**config.mk**
```make
export PLATFORM = sky130hd
export DESIGN_NAME = aes_core_arbiter
export DESIGN_NICKNAME = d
export VERILOG_FILES = /design/src/rtl/aes_core_arbiter.sv
export SDC_FILE = /design/constraint.sdc
export NUM_CORES = 1
export LEC_CHECK = 0
export ABC_AREA = 1
export CORE_AREA = 2 2 409 411
export DETAILED_ROUTE_END_ITERATION = 12
export DIE_AREA = 0 0 411 413
export GPL_TIMING_DRIVEN = 0
export SETUP_SLACK_MARGIN = 0.1
export SYNTH_ARGS = -nofsm -noshare
export SYNTH_HDL_FRONTEND = slang
export SYNTH_SLANG_ARGS = --single-unit
```
**constraint.sdc**
```tcl
create_clock -name clk -period 1.7 [get_ports clk]
set_input_delay 0.255 -clock clk [delete_from_list [all_inputs] [get_ports clk]]
set_output_delay 0.255 -clock clk [all_outputs]
set_load 0.005 [all_outputs]
```
**src/rtl/aes_core_arbiter.sv**
```systemverilog
// Round-robin sharing of one AES-128 encrypt core; job accepted in IDLE, result after CORE_LAT+1 clocks.
// Backpressure: rsp_valid/rsp_data held until rsp_ready[grant]; optional job counter under AES_ARB_BLOCK_CNT_EN.
module aes_core_arbiter #(
    parameter int NUM_REQ  = 2,
    parameter int CORE_LAT = 12
) (
    input  logic                   clk,
    input  logic                   reset_n,
    input  logic [NUM_REQ-1:0]     req_valid,
    output logic [NUM_REQ-1:0]     req_ready,
    input  logic [NUM_REQ*128-1:0] req_plaintext,
    input  logic [NUM_REQ*128-1:0] req_key,
    output logic [NUM_REQ-1:0]     rsp_valid,
    input  logic [NUM_REQ-1:0]     rsp_ready,
    output logic [127:0]           rsp_data,
    output logic                   core_start,
    output logic                   core_en,
    output logic [127:0]           core_plaintext,
    output logic [127:0]           core_key,
    input  logic [127:0]           core_cyphertext,
    output logic [15:0]            blocks_done
);

    localparam int GW = (NUM_REQ > 2) ? 2 : 1;
    localparam int CW = $clog2(CORE_LAT);

    typedef enum logic [1:0] {ST_IDLE, ST_ISSUE, ST_BUSY, ST_RESP} state_t;

    state_t          state_q, state_d;
    logic [GW-1:0]   grant_q, last_grant_q, pick;
    logic            pick_vld;
    logic [CW-1:0]   cnt_q;
    logic [127:0]    sel_pt, sel_key;
    logic            rsp_hs;

    // Lowest requester above last_grant wins; otherwise wrap to the lowest at or below it.
    always_comb begin
        pick     = '0;
        pick_vld = 1'b0;
        for (int i = NUM_REQ - 1; i >= 0; i--) begin
            if (req_valid[i] && i <= int'(last_grant_q)) begin
                pick     = GW'(i);
                pick_vld = 1'b1;
            end
        end
        for (int i = NUM_REQ - 1; i >= 0; i--) begin
            if (req_valid[i] && i > int'(last_grant_q)) begin
                pick     = GW'(i);
                pick_vld = 1'b1;
            end
        end
    end

    always_comb begin
        sel_pt  = '0;
        sel_key = '0;
        for (int i = 0; i < NUM_REQ; i++) begin
            if (GW'(i) == pick) begin
                sel_pt  = req_plaintext[128*i +: 128];
                sel_key = req_key[128*i +: 128];
            end
        end
    end

    assign rsp_hs     = (state_q == ST_RESP) && rsp_ready[grant_q];
    assign core_start = (state_q == ST_ISSUE);
    assign core_en    = (state_q == ST_ISSUE) || (state_q == ST_BUSY);

    always_comb begin
        state_d   = state_q;
        req_ready = '0;
        rsp_valid = '0;
        case (state_q)
            ST_IDLE: begin
                // Gated by reset_n so the accept pulse is also low while reset is held.
                if (pick_vld && reset_n) begin
                    req_ready[pick] = 1'b1;
                    state_d         = ST_ISSUE;
                end
            end
            ST_ISSUE: state_d = ST_BUSY;
            ST_BUSY:  if (cnt_q == '0) state_d = ST_RESP;
            ST_RESP: begin
                rsp_valid[grant_q] = 1'b1;
                if (rsp_hs) state_d = ST_IDLE;
            end
            default:  state_d = ST_IDLE;
        endcase
    end

    always_ff @(posedge clk or negedge reset_n) begin
        if (!reset_n) begin
            state_q        <= ST_IDLE;
            grant_q        <= '0;
            last_grant_q   <= GW'(NUM_REQ - 1);
            cnt_q          <= '0;
            core_plaintext <= '0;
            core_key       <= '0;
            rsp_data       <= '0;
        end else begin
            state_q <= state_d;
            case (state_q)
                ST_IDLE: begin
                    if (pick_vld) begin
                        grant_q        <= pick;
                        core_plaintext <= sel_pt;
                        core_key       <= sel_key;
                    end
                end
                ST_ISSUE: cnt_q <= CW'(CORE_LAT - 1);
                ST_BUSY: begin
                    if (cnt_q == '0) rsp_data <= core_cyphertext;
                    else             cnt_q    <= cnt_q - 1'b1;
                end
                ST_RESP: if (rsp_hs) last_grant_q <= grant_q;
                default: ;
            endcase
        end
    end

`ifdef AES_ARB_BLOCK_CNT_EN
    logic [15:0] blk_cnt_q;

    always_ff @(posedge clk or negedge reset_n) begin
        if (!reset_n)                            blk_cnt_q <= '0;
        else if (rsp_hs && blk_cnt_q != 16'hFFFF) blk_cnt_q <= blk_cnt_q + 16'd1;
    end

    assign blocks_done = blk_cnt_q;
`else
    assign blocks_done = 16'h0000;
`endif

endmodule
```
# Yosys cells after proc, flatten, opt, wreduce, memory -nomap -nowiden
# Cells that the tools add are included.
[word_totals]
reg_bits = 392
latch_bits = 0
ramBits = 0
rom_bits = 0
inputBits = 646
output_inout_bits = 406
wordCells = 58
memories = 0
[op_classes]
add_sub_neg = 1
n_mul = 0
div = 0
n_lt_le_gt_ge = 6
n_eq_ne = 7
shifts = 0
mux = 22
n_bitwise = 0
reduce_logical = 15
[ops]
columns = ["op", "n"]
rows = [
  ["$mux W128", 2],
  ["$mux W2", 6],
  ["$mux W1", 9],
  ["$pmux W2 S4", 1],
  ["$pmux W4 S2", 1],
  ["$reduce_and A2 Y1", 4],
  ["$logic_and A1 B1 Y1", 6],
  ["$ne A2 B2 Y1 const B", 3],
  ["$eq A2 B2 Y1 const B", 2],
  ["$logic_not A4 Y1", 1],
  ["$lt A1 B2 Y1 const B", 2],
  ["$mux W4", 1],
  ["$sub A4 B1 Y4 const B", 1],
  ["$reduce_and A3 Y1", 1],
  ["$demux W1 S1", 2],
  ["$eq A2 B1 Y1 const B", 1],
  ["$ge A1 B1 Y1 const B", 2],
  ["$logic_not A2 Y1", 1],
  ["$ne A2 B1 Y1 const B", 1],
  ["$reduce_bool A2 Y1", 1],
  ["$gt A1 B1 Y1 const A", 1],
  ["$le A1 B1 Y1 const A", 1],
  ["$logic_or A1 B1 Y1", 1],
]

# Longest topological paths before layout
# Gate-level depths: netlist of run 1.
[logic_depth]
word_depth = 11
depth_mapped = 8
depth_no_buf = 7

# Worst setup path after synthesis of run 1
# No wires, ideal clock.
[synth_path]
path_kind = "register to register"
from = "reg state_q[0]"
to = "reg core_key[100]"
setup_time_ns = 0.082
t_arrival_ns = 1.419
required_time_ns = 1.618
setup_slack_ns = 0.199
stages_incl_launch_ff = 9
path_buffers = 2
synth_period_minus_slack_ns = 1.501
path_cell_list = "dfrtp_1 -> inv_1 -> ha_1 -> inv_2 -> nor2_4 -> buf_2 -> buf_2 -> nor2_1 -> a31oi_1"
[synth_between]
elab_chain_cells = 2
[synth_lines]
columns = ["item", "line", "rtl"]
rows = [
  ["start, declared", "29", "state_t state_q, state_d;"],
  ["start signal, assigned", "101", "state_q <= state_d;"],
  ["$logic_not A2 Y1", "102", "case (state_q)"],
  ["$reduce_and A2 Y1 (no line)", "n/a", ""],
  ["end signal, assigned", "107", "core_key <= sel_key;"],
  ["end, declared", "19", "output logic [127:0] core_key,"],
]
# Every way passes these cells.
# A chain may end at the register's enable or synchronous reset.

# Worst setup path after layout of run 1
[layout_path]
from = "reg last_grant_q"
to = "out req_ready[0]"
[layout_between]
elab_chain_cells = 11
word_cells_on_any_way = 17
classes_between = "order compare (4); mux (9); reduce/logical (4)"
[layout_lines]
columns = ["item", "line", "rtl"]
rows = [
  ["start, declared", "30", "logic [GW-1:0] grant_q, last_grant_q, pick;"],
  ["start signal, assigned", "95", "last_grant_q <= GW'(NUM_REQ - 1);"],
  ["start signal, assigned", "115", "ST_RESP: if (rsp_hs) last_grant_q <= grant_q;"],
  ["$le A1 B1 Y1", "41", "if (req_valid[i] && i <= int'(last_grant_q)) begin"],
  ["$logic_and A1 B1 Y1", "41", ""],
  ["$mux W1 (2 in a row)", "41", ""],
  ["$mux W1", "47", "if (req_valid[i] && i > int'(last_grant_q)) begin"],
  ["$lt A1 B2 Y1 (not written as such) or $ge A1 B1 Y1 (tied branches)", "77", "req_ready[pick] = 1'b1;"],
  ["$logic_and A1 B1 Y1 (not written as such)", "77", ""],
  ["$mux W1 (not written as such)", "77", ""],
  ["$demux W1 S1", "77", ""],
  ["$mux W2 *", "76", "if (pick_vld && reset_n) begin"],
  ["$mux W2 *", "73", "case (state_q)"],
  ["end, declared", "10", "output logic [NUM_REQ-1:0] req_ready,"],
]
# Mark *: on every way between the ends. The rest lies on a longest branch, timed or not.

==> impl_results.md, run 1 <==
* # DRC at 0
* Initial DRC count at roughly 1800
* Dpl ws at -1.28 ns
* CTS Buffer Depth at 3
* Final setup fails at around 370
* CTS tree: yes
* Share of layout cells above drive strength 1 at between 20 and 30%
* Via Count at approximately 21000
* Ys Warns at 0
* Outcome: finished, violations left
* Max-cap violations at 0
* Die span in y at 413 um
* Num CTS Buffers at 50
* Syn-to-layout area delta at 136%
* Slew headroom at 55.6%
* Commonest non-fill, non-tap cell in the layout: clkdlybuf4s50_1
* Type of origin of the critical path: register
* Fmax at 496 MHz
* Via/cell ratio at approximately 3.8
* Synthesized area per cell at about 8.4 sq um
* H-tree Lvls at 2
* Synth Instances at about 2000
* Sequential share of the synthesized area at between 50% and 60%
* GRT overflow at 0
* Final critical-path share of the clock period at 119%
* DP HPWL at around 120000 um
* Post-Route WL at about 150000 um
* Clk pin slew, worst setup/hold paths at ~0.06 ns
* Design Area, Final at 0.0403 sq mm
* Largest net degree at the start of global routing at 109
* Initial antenna violation count at 73
* Min setup slack post-route at -0.315 ns
* Peak VDD IR at a little over 1 mV
* Placed cell areas at just over 0.03 sq mm
* Worst R2R Setup Slack at -0.28 ns
* Clock Latency Late Sink at 0.63 ns
* Final Hold Vio Count at 93
* Die ar. at roughly 0.17 sq mm
* GP Congestion at 0.968
* Synth cell types at 22
* Violated checks: hold timing, setup timing
* Setup TNS at -46.77 ns
* Drt first pass iters at 5
* Drt wl/cell at between 20 and 30 um
* I/O Buffers at just over 1000
* CTS root buf: clkbuf_16
* First-pass GRT wire length at about 180000 um
* Final count of pins violating max slew at 0
* Io pins at about 1100
* Crit path DAT at between 1.5 and 2 ns
* Leakage power at between 15 and 20 nW
* Worst-Margin Slew at between 0.6 and 0.7 ns
* Critical Path End Type: output pin
* Critical-path maximum fanout at 4
* RSZ-0062 raised after global routing: yes
* Die X at about 400 um
* Layout Skew at 0.0213 ns
* Hold/Removal Path Class: in -> async
* Seq cells post-synth at between 300 and 400
* Commonest cells after routing, fill and taps aside: clkdlybuf4s50_1, nand2_1, dfrtp_1, dlymetal6s2s_1, a31oi_1
* Filler instances at approximately 18000
* Final Power at 64.4 mW
* Power per Cell Area at ~1600 mW/mm^2
* Final hold slack at -0.365 ns
* CP required at ~1.4 ns
* Core Area at approximately 0.17 sq mm
* Critical path start-end classification: reg -> out
* DRT antenna net count at 0
* Initial core utilization at approximately a tenth
* Nets@finish at around 4000
* Minimum clock period at ~2 ns
* TritonCTS Sinks at 392
* Vias in the first global route at slightly below 20000
* Total track usage at about 16%
* Std-Cell Rows at 150
* Syn Std Cell Area at 0.0170 sq mm
==> routing by layer <==
| layer | track usage, % | vias up | routed length [um] |
|---|---|---|---|
| li1 | - | 9249 | - |
| met1 | 20.3 | 10600 | 60800 |
| met2 | 26.3 | 1130 | 70700 |
| met3 | 5.23 | 285 | 13900 |
| met4 | 4.64 | 28 | 5900 |
| met5 | 0 | - | 184 |
==> kinds of logic after synthesis <==
logic type                 synth area share [%]
AOI/OAI and AO/OA                          13.4
DFF                                        57.6
adders and majority gates                 0.441
buffers and inverters                      7.71
other                                    0.0220
xor gates and xnor gates                 0.0514
and+or+nand+nor                            20.8
==> cell usage after synthesis, drive strengths merged <==
master | n | area share [%]
nor3 | 2 | 0.059
a31oi | 256 | 9.4
nand4 | 2 | 0.073
xnor2 | 1 | 0.051
conb | 1 | 0.022
or2 | 1 | 0.037
clkbuf | 24 | 0.53
dfrtp | 391 | 57
dfstp | 1 | 0.15
nand2 | 662 | 15
nand3 | 6 | 0.18
nor2 | 261 | 5.8
o211ai | 1 | 0.044
ha | 6 | 0.44
buf | 133 | 4.1
inv | 138 | 3.0
nand3b | 1 | 0.044
o21ai | 134 | 3.9
==> repair_timing <==
| item | 4_1_cts | 5_1_grt |
|---|---|---|
| endpoints found under the hold margin | 92 | 239 |
| gates resized for setup | 577 | 1312 |
| setup buffers | 69 | 104 |
| setup endpoints to repair | 777 | 762 |
| gates cloned | 24 | 36 |
| pin swaps | 89 | 137 |
==> final timing paths <==
| path | cells after the start | startpoint | endpoint |
|---|---|---|---|
| worst max-delay path | 6 | last_grant_q | req_ready[0] |
| worst min-delay path | 2 | reset_n | core_key[106] |
| worst max register to register | 12 | last_grant_q | core_key[61] |
| worst min register to register | 1 | cnt_q[0] | cnt_q[0] |
| max in group asynchronous | 4 | reset_n | core_plaintext[125] |
| min in group clk | 3 | core_cyphertext[127] | rsp_data[127] |
==> state kept, by name (all words and copies together) (netlist names) <==
name            cells
last_grant_q        1
state_q             2
rsp_data          128
core_key          128
cnt_q               4
core_plaintext    128
grant_q             1
==> metrics by stage <==
stage	util (%)	std cells
2_1_floorplan	-	2036
3_3_place_gp	18.2	5275
3_5_place_dp	18.3	5278
4_1_cts	20.8	5453
5_1_grt	24.3	5591
6_report	24.3	5603
==> where the power goes <==
group	total [mW]	switching [mW]	internal [mW]
registers	17.8	3.70	14.1
clock network	11.0	4.63	6.37
logic	35.5	16.6	19.0
==> critical path, cell delays in order, from the launching register on <==
cell	delay (ns)
dfstp_2	0.54
nand2_2	0.06
nand2_4	0.11
inv_8	0.04
clkbuf_16	0.13
nor3_2	0.09
buf_2	0.15
==> cell type report <==
type / instances / area [sq um] / area share (%)
repair buffers: 1268 / 14700 / 36.6
flip-flops and latches: 392 / 9830 / 24.4
multi-input cells: 1349 / 8800 / 21.9
well taps: 2204 / 2760 / 6.85
plain buffers: 153 / 1960 / 4.87
clock buffers: 74 / 1470 / 3.66
inverters: 138 / 531 / 1.32
clock inverters: 9 / 133 / 0.329
diodes: 16 / 40.0 / 0.0994
(Power assumes the default switching activity.)
==> inputs of run 2 (changes only) <==
- GPL_ROUTABILITY_DRIVEN: unset -> 1
- TNS_END_PERCENT: unset -> 5
==> run 2 against run 1 <==
Net effect: flip-flop and latch count is the same; worst setup slack barely moved; the flow still finishes with violations (hold timing, setup timing); sequential share of layout area is 3.8 points higher; routed wire length decreased by 6.2%; register-to-register slack improved by 0.02 ns; largest cell class unchanged; critical path depth unchanged; first-iteration DRC count shrank 6.1%; clock skew up 0.0063 ns; core utilization shrank 3.3 points; largest power group unchanged.
==> impl_results.md, run 2 (same netlist as run 1, synthesis figures left out) <==
* Outcome: finished, violations left
* Violated checks: hold timing, setup timing
* Crit path DAT at between 1.5 and 2 ns
* Die span in y at between 400 and 500 um
* Initial DRC count at 1674
* DP HPWL at 116000 um
* CP required at approximately 1.4 ns
* Num CTS Buffers at 50
* Min setup slack post-route at -0.315 ns
* First-pass GRT wire length at around 180000 um
* Setup TNS at -23.76 ns
* CP max-delay cell: dfstp_2
* Top Registers: core_key (128), core_plaintext (128), rsp_data (128)
* Clock Latency Late Sink at slightly above 0.6 ns
* Fmax at around 500 MHz
* Via Count at 20100
* Clk pin slew, worst setup/hold paths at roughly 0.060 ns
* Core Area at between 0.15 and 0.2 sq mm
* Final Power at approximately 55 mW
* Worst-Margin Slew at between 0.9 and 1 ns
* Type of origin of the critical path: register
* Syn-to-layout area delta at 104%
* Part of the power in registers at 31.4%
* Design Area, Final at between 0.03 and 0.04 sq mm
* Share of layout cells above drive strength 1 at about 15%
* Die X at 411 um
* Final critical-path share of the clock period at 119%
* Critical Path End Type: output pin
* Critical-path maximum fanout at 4
* CTS Buffer Depth at 3
* RSZ-0062 raised after global routing: yes
* DRT antenna net count at 0
* Leakage power at ~16 nW
* Peak VDD IR at ~0.85 mV
* Minimum clock period at ~2.0 ns
* Final count of pins violating max slew at 0
* Post-layout util at 21.0%
* GRT overflow at 0
* Total track usage at between 15 and 20%
* GP Congestion at just under 1
* Critical path start-end classification: reg -> out
* Hold/Removal Path Class: in -> async
* Internal power at 34.0 mW
* Initial antenna violation count at 70
* Placed cell areas at 0.0303 sq mm
* CP max stage delay at about 0.54 ns
* Gate power share at between 40 and 50%
* Final Hold Vio Count at 191
* Drt wl/cell at 26.2 um
* Register area at roughly 0.0098 sq mm
* CTS root buf: clkbuf_16
* Cells along the critical path: nand2_2 > nand2_4 > inv_8 > clkbuf_16 > nor3_2 > buf_2
* Post-Route WL at 142000 um
* Io pins at ~1100
* Commonest non-fill, non-tap cell in the layout: clkdlybuf4s50_1
* Power per Cell Area at about 1600 mW/mm^2
* Commonest cells after routing, fill and taps aside: clkdlybuf4s50_1, nand2_1, dfrtp_1, dlymetal6s2s_1, nor2_1
* Final setup fails at between 300 and 400
* CTS tree: yes
* Clock Power Share at between 15 and 20%
* Layout Skew at around 0.028 ns
* H-tree Lvls at 2
* Sw frac at about two fifths
* TritonCTS Sinks at slightly below 400
* Final hold slack at -0.209 ns
* Area of the multi-input gates at roughly 0.0065 sq mm
* Dpl ws at -1.28 ns
* Std-Cell Rows at 150
* # DRC at 0
* Largest net degree at the start of global routing at 109
* Drt first pass iters at 5
* Max-cap violations at 0
* Via/cell ratio at ~3.7
* Slew headroom at 33.7%
* Psw at ~21 mW
* I/O Buffers at 1035
* Die ar. at 0.170 sq mm
* Nets@finish at between 3000 and 4000
* Vias in the first global route at a little under 20000
* Initial core utilization at just over 10%
* Filler instances at 18300
## run 2: changes by cell type in the layout (fill, tap and decap cells not counted), moves of 41 or more
cell	previous run	this run
nand2_1	390	599
nand2_4	129	17
nor2_1	165	258
nand2_2	125	46
dlymetal6s2s_1	360	289
nor2_2	52	2
clkdlybuf4s50_1	644	689
nor2_4	44	1
buf_12	65	24
## run 2: routing by layer
metal / wire [um] / share of wire, % / vias up / global-route usage [%]
met4: 5070 / 3.6 / 26 / 4.69
li1: - / - / 8874 / -
met3: 13400 / 9.4 / 252 / 5.24
met5: 173 / 0.12 / - / 0
met2: 66200 / 47 / 1065 / 25.5
met1: 57300 / 40 / 9890 / 19.6
## run 2: layout make-up
cell class / count / share of cell area (%)
Antenna cell: 15 / 0.108
Buffer: 156 / 5.07
Clock buffer: 74 / 4.23
Clock inverter: 9 / 0.381
Inverter: 138 / 1.52
Multi-Input combinational cell: 1349 / 18.8
Sequential cell: 392 / 28.2
Tap cell: 2204 / 7.92
Timing Repair Buffer: 1092 / 33.8
## run 2: final timing paths
path                               startpoint                 end  slack [ns]  cells past startpoint
max in group asynchronous             reset_n        core_key[10]        0.33                      4
setup reg to reg                 last_grant_q        core_key[38]       -0.26                     11
min in group clk           req_plaintext[200]  core_plaintext[72]        0.18                      3
hold reg to reg                  rsp_data[35]        rsp_data[35]        0.47                      2
hold / removal                        reset_n        core_key[24]       -0.21                      2
setup / recovery                 last_grant_q        req_ready[0]       -0.32                      6
## run 2: metrics by stage
| stage | cells | hold WS (ns) |
|---|---|---|
| 2_1_floorplan | 2036 | -0.0406 |
| 3_3_place_gp | 5275 | 0.462 |
| 3_5_place_dp | 5278 | 0.354 |
| 4_1_cts | 5389 | -0.468 |
| 5_1_grt | 5421 | -0.251 |
| 6_report | 5429 | -0.209 |
## run 2: power by group through the flow
stage	Sequential (mW)	Combinational (mW)	Clock (mW)
after floorplan	16.9	7.95	0
after global placement	17.3	25.1	0
after detailed placement	17.3	25.3	0
after CTS	17.3	26.8	11.3
after global routing	17.7	28.9	11.7
final	17.3	26.9	10.9
## run 2: critical path: cells and delay by family, from the launching register on
family / cells / cell delay (ns)
AND/OR/NAND/NOR: 3 / 0.26
buffers and inverters: 3 / 0.33
flip-flops: 1 / 0.54
## run 2: timing repair
action | in CTS | in global routing
pin swaps | 9 | 27
setup endpoints to repair | 777 | 737
buffers inserted | 23 | 14
endpoints found under the hold margin | 92 | 238
cloned | 5 | 6
resized for setup | 532 | 648
==> inputs of run 3 (changes only) <==
- SETUP_SLACK_MARGIN: 0.1 -> 0.2
==> run 3 against run 2 <==
Net effect: the run still ends with hold timing, setup timing left; fmax up 0.27%; routed wire length is 0.63% lower; power is essentially flat; clock-buffer cell count did not move; sequential share of layout area grew 0.73 points; clock power hardly changed; final area fell by 2.5%; global-route usage about the same; worst hold slack got worse by 0.29 ns; die area is the same; critical path depth stayed put; critical path type unchanged.
==> impl_results.md, run 3 (same netlist as run 1, synthesis figures left out) <==
* # DRC at 0
* Max-cap violations at 0
* Peak VDD IR at ~0.85 mV
* Io pins at between 1000 and 1500
* Fmax at approximately 500 MHz
* Hold/Removal Path Class: in -> async
* Slew headroom at about 55%
* Initial core utilization at 10.3%
* Met3 Wirelength at around 13000 um
* Die span in y at about 410 um
* Setup TNS at -30.35 ns
* Worst path bufs/invs at 3
* Routed wl met2 at about 65000 um
* M1 wire length at roughly 58000 um
* Highest Signal Layer: met5
* RSZ-0062 raised after global routing: yes
* Initial antenna violation count at 71
* Critical-path maximum fanout at 4
* R2r endpoint: core_key[37]
* Final count of pins violating max slew at 0
* DP HPWL at around 120000 um
* CP max-delay cell: dfstp_2
* GRT overflow at 0
* Syn-to-layout area delta at 99.3%
* Std-Cell Rows at 150
* Critical path start-end classification: reg -> out
* Final Power at ~55 mW
* Filler instances at about 18000
* First-pass GRT wire length at 180000 um
* Drt wl/cell at between 20 and 30 um
* Die X at ~400 um
* CP required at roughly 1.4 ns
* Cells along the critical path: nand2_2 > nand2_4 > inv_8 > clkbuf_16 > nor3_2 > buf_2
* Worst-Margin Slew at 0.677 ns
* CP max stage delay at 0.54 ns
* CTS Buffer Depth at 3
* Final critical-path share of the clock period at 118%
* Die ar. at roughly 0.17 sq mm
* DRT antenna net count at 0
* H-tree Lvls at 2
* Nets@finish at roughly 3800
* GP Congestion at 0.968
* Critical path's top delay family: flip-flops
* Commonest cells after routing, fill and taps aside: clkdlybuf4s50_1, nand2_1, dfrtp_1, nor2_1, a31oi_1
* Via/cell ratio at approximately 3.7
* Num CTS Buffers at 50
* Layout Skew at 0.0227 ns
* Minimum clock period at between 2 and 2.5 ns
* CTS root buf: clkbuf_16
* I/O Buffers at 1035
* TritonCTS Sinks at approximately 390
* Reg2Reg Depth at 11
* Initial DRC count at between 1500 and 2000
* Top Registers: core_key (128), core_plaintext (128), rsp_data (128)
* Worst R2R Setup Slack at -0.28 ns
* Share of layout cells above drive strength 1 at roughly 18%
* Origin of the critical flop-to-flop path: last_grant_q
* Core Area at between 0.15 and 0.2 sq mm
* Violated checks: hold timing, setup timing
* Final hold slack at -0.494 ns
* Critical Path End Type: output pin
* Total track usage at between 15 and 20%
* CTS tree: yes
* Type of origin of the critical path: register
* Post-Route WL at between 100000 and 150000 um
* Commonest non-fill, non-tap cell in the layout: clkdlybuf4s50_1
* Leakage power at 15.1 nW
* Largest net degree at the start of global routing at 109
* Via Count at a little over 20000
* Outcome: finished, violations left
* Clk pin slew, worst setup/hold paths at roughly 0.060 ns
* Power per Cell Area at around 1600 mW/mm^2
* Drt first pass iters at 5
* Min setup slack post-route at -0.310 ns
* Vias in the first global route at between 15000 and 20000
* Final Hold Vio Count at ~190
* Crit path DAT at around 1.8 ns
* Final setup fails at roughly 480
* Clock Latency Late Sink at 0.62 ns
## run 3: worst max-delay path by stage
| stage | from | to | slack [ns] | cells after the start |
|---|---|---|---|---|
| global placement | reset_n | core_plaintext[89] | -19.19 | 1 |
| global route | last_grant_q | req_ready[0] | -0.41 | 6 |
| floorplan | state_q[0] | core_key[100] | 0.20 | 8 |
| detailed placement | state_q[0] | rsp_data[49] | -1.28 | 6 |
| CTS | last_grant_q | req_ready[0] | -0.44 | 6 |
| finish | last_grant_q | req_ready[0] | -0.31 | 6 |
## run 3: repair_timing
action                                 in CTS  in global routing
setup buffers                              23                  7
setup endpoints to repair                 778                769
endpoints found under the hold margin      92                239
cloned                                      5                 11
pin swaps                                   9                 52
resized for setup                         548                656
## run 3: cell type report
class                   count  area (sq um)  share of cell area (%)
multi-input cells        1349          6520                    19.2
repair buffers           1086         10900                    32.2
clock buffers              74          1470                    4.34
diodes                     19          47.5                   0.140
inverters                 138           528                    1.56
plain buffers             157          1720                    5.05
flip-flops and latches    392          9830                    29.0
clock inverters             9           133                   0.391
well taps                2204          2760                    8.13
## run 3: stage by stage
| stage | cells | util, % | area (sq um) | setup slack [ns] | hold slack, ns |
|---|---|---|---|---|---|
| 2_1_floorplan | 2036 | - | 17100 | 0.199 | -0.0406 |
| 3_3_place_gp | 5275 | 18.2 | 30200 | -19.19 | 0.462 |
| 3_5_place_dp | 5278 | 18.3 | 30300 | -1.28 | 0.354 |
| 4_1_cts | 5389 | 20.0 | 33100 | -0.437 | -0.468 |
| 5_1_grt | 5420 | 20.4 | 33900 | -0.412 | -0.509 |
| 6_report | 5428 | 20.5 | 33900 | -0.310 | -0.494 |
## run 3: metal layers
| layer | vias to the layer above | track usage [%] |
|---|---|---|
| met5 | - | 0 |
| met4 | 22 | 5.20 |
| met3 | 230 | 5.13 |
| met2 | 1050 | 25.2 |
| met1 | 9941 | 19.6 |
| li1 | 8869 | - |
## run 3: worst reg2reg max path: stages (launching register included)
cell and delay [ns]:
dfstp_2 0.54, nand2_2 0.07, nand2_4 0.12, buf_4 0.12, buf_4 0.11, buf_12 0.11, buf_12 0.15, buf_8 0.17
buf_12 0.15, buf_12 0.12, nand2_1 0.06, a31oi_1 0.18
## run 3: power breakdown
group          switching (mW)  leakage, nW  total (mW)  internal (mW)
logic                    13.3         9.95        26.6           13.3
clock network            4.56        0.781        10.9           6.37
registers                3.41         4.34        17.5           14.1
total                    21.3         15.1        55.1           33.8
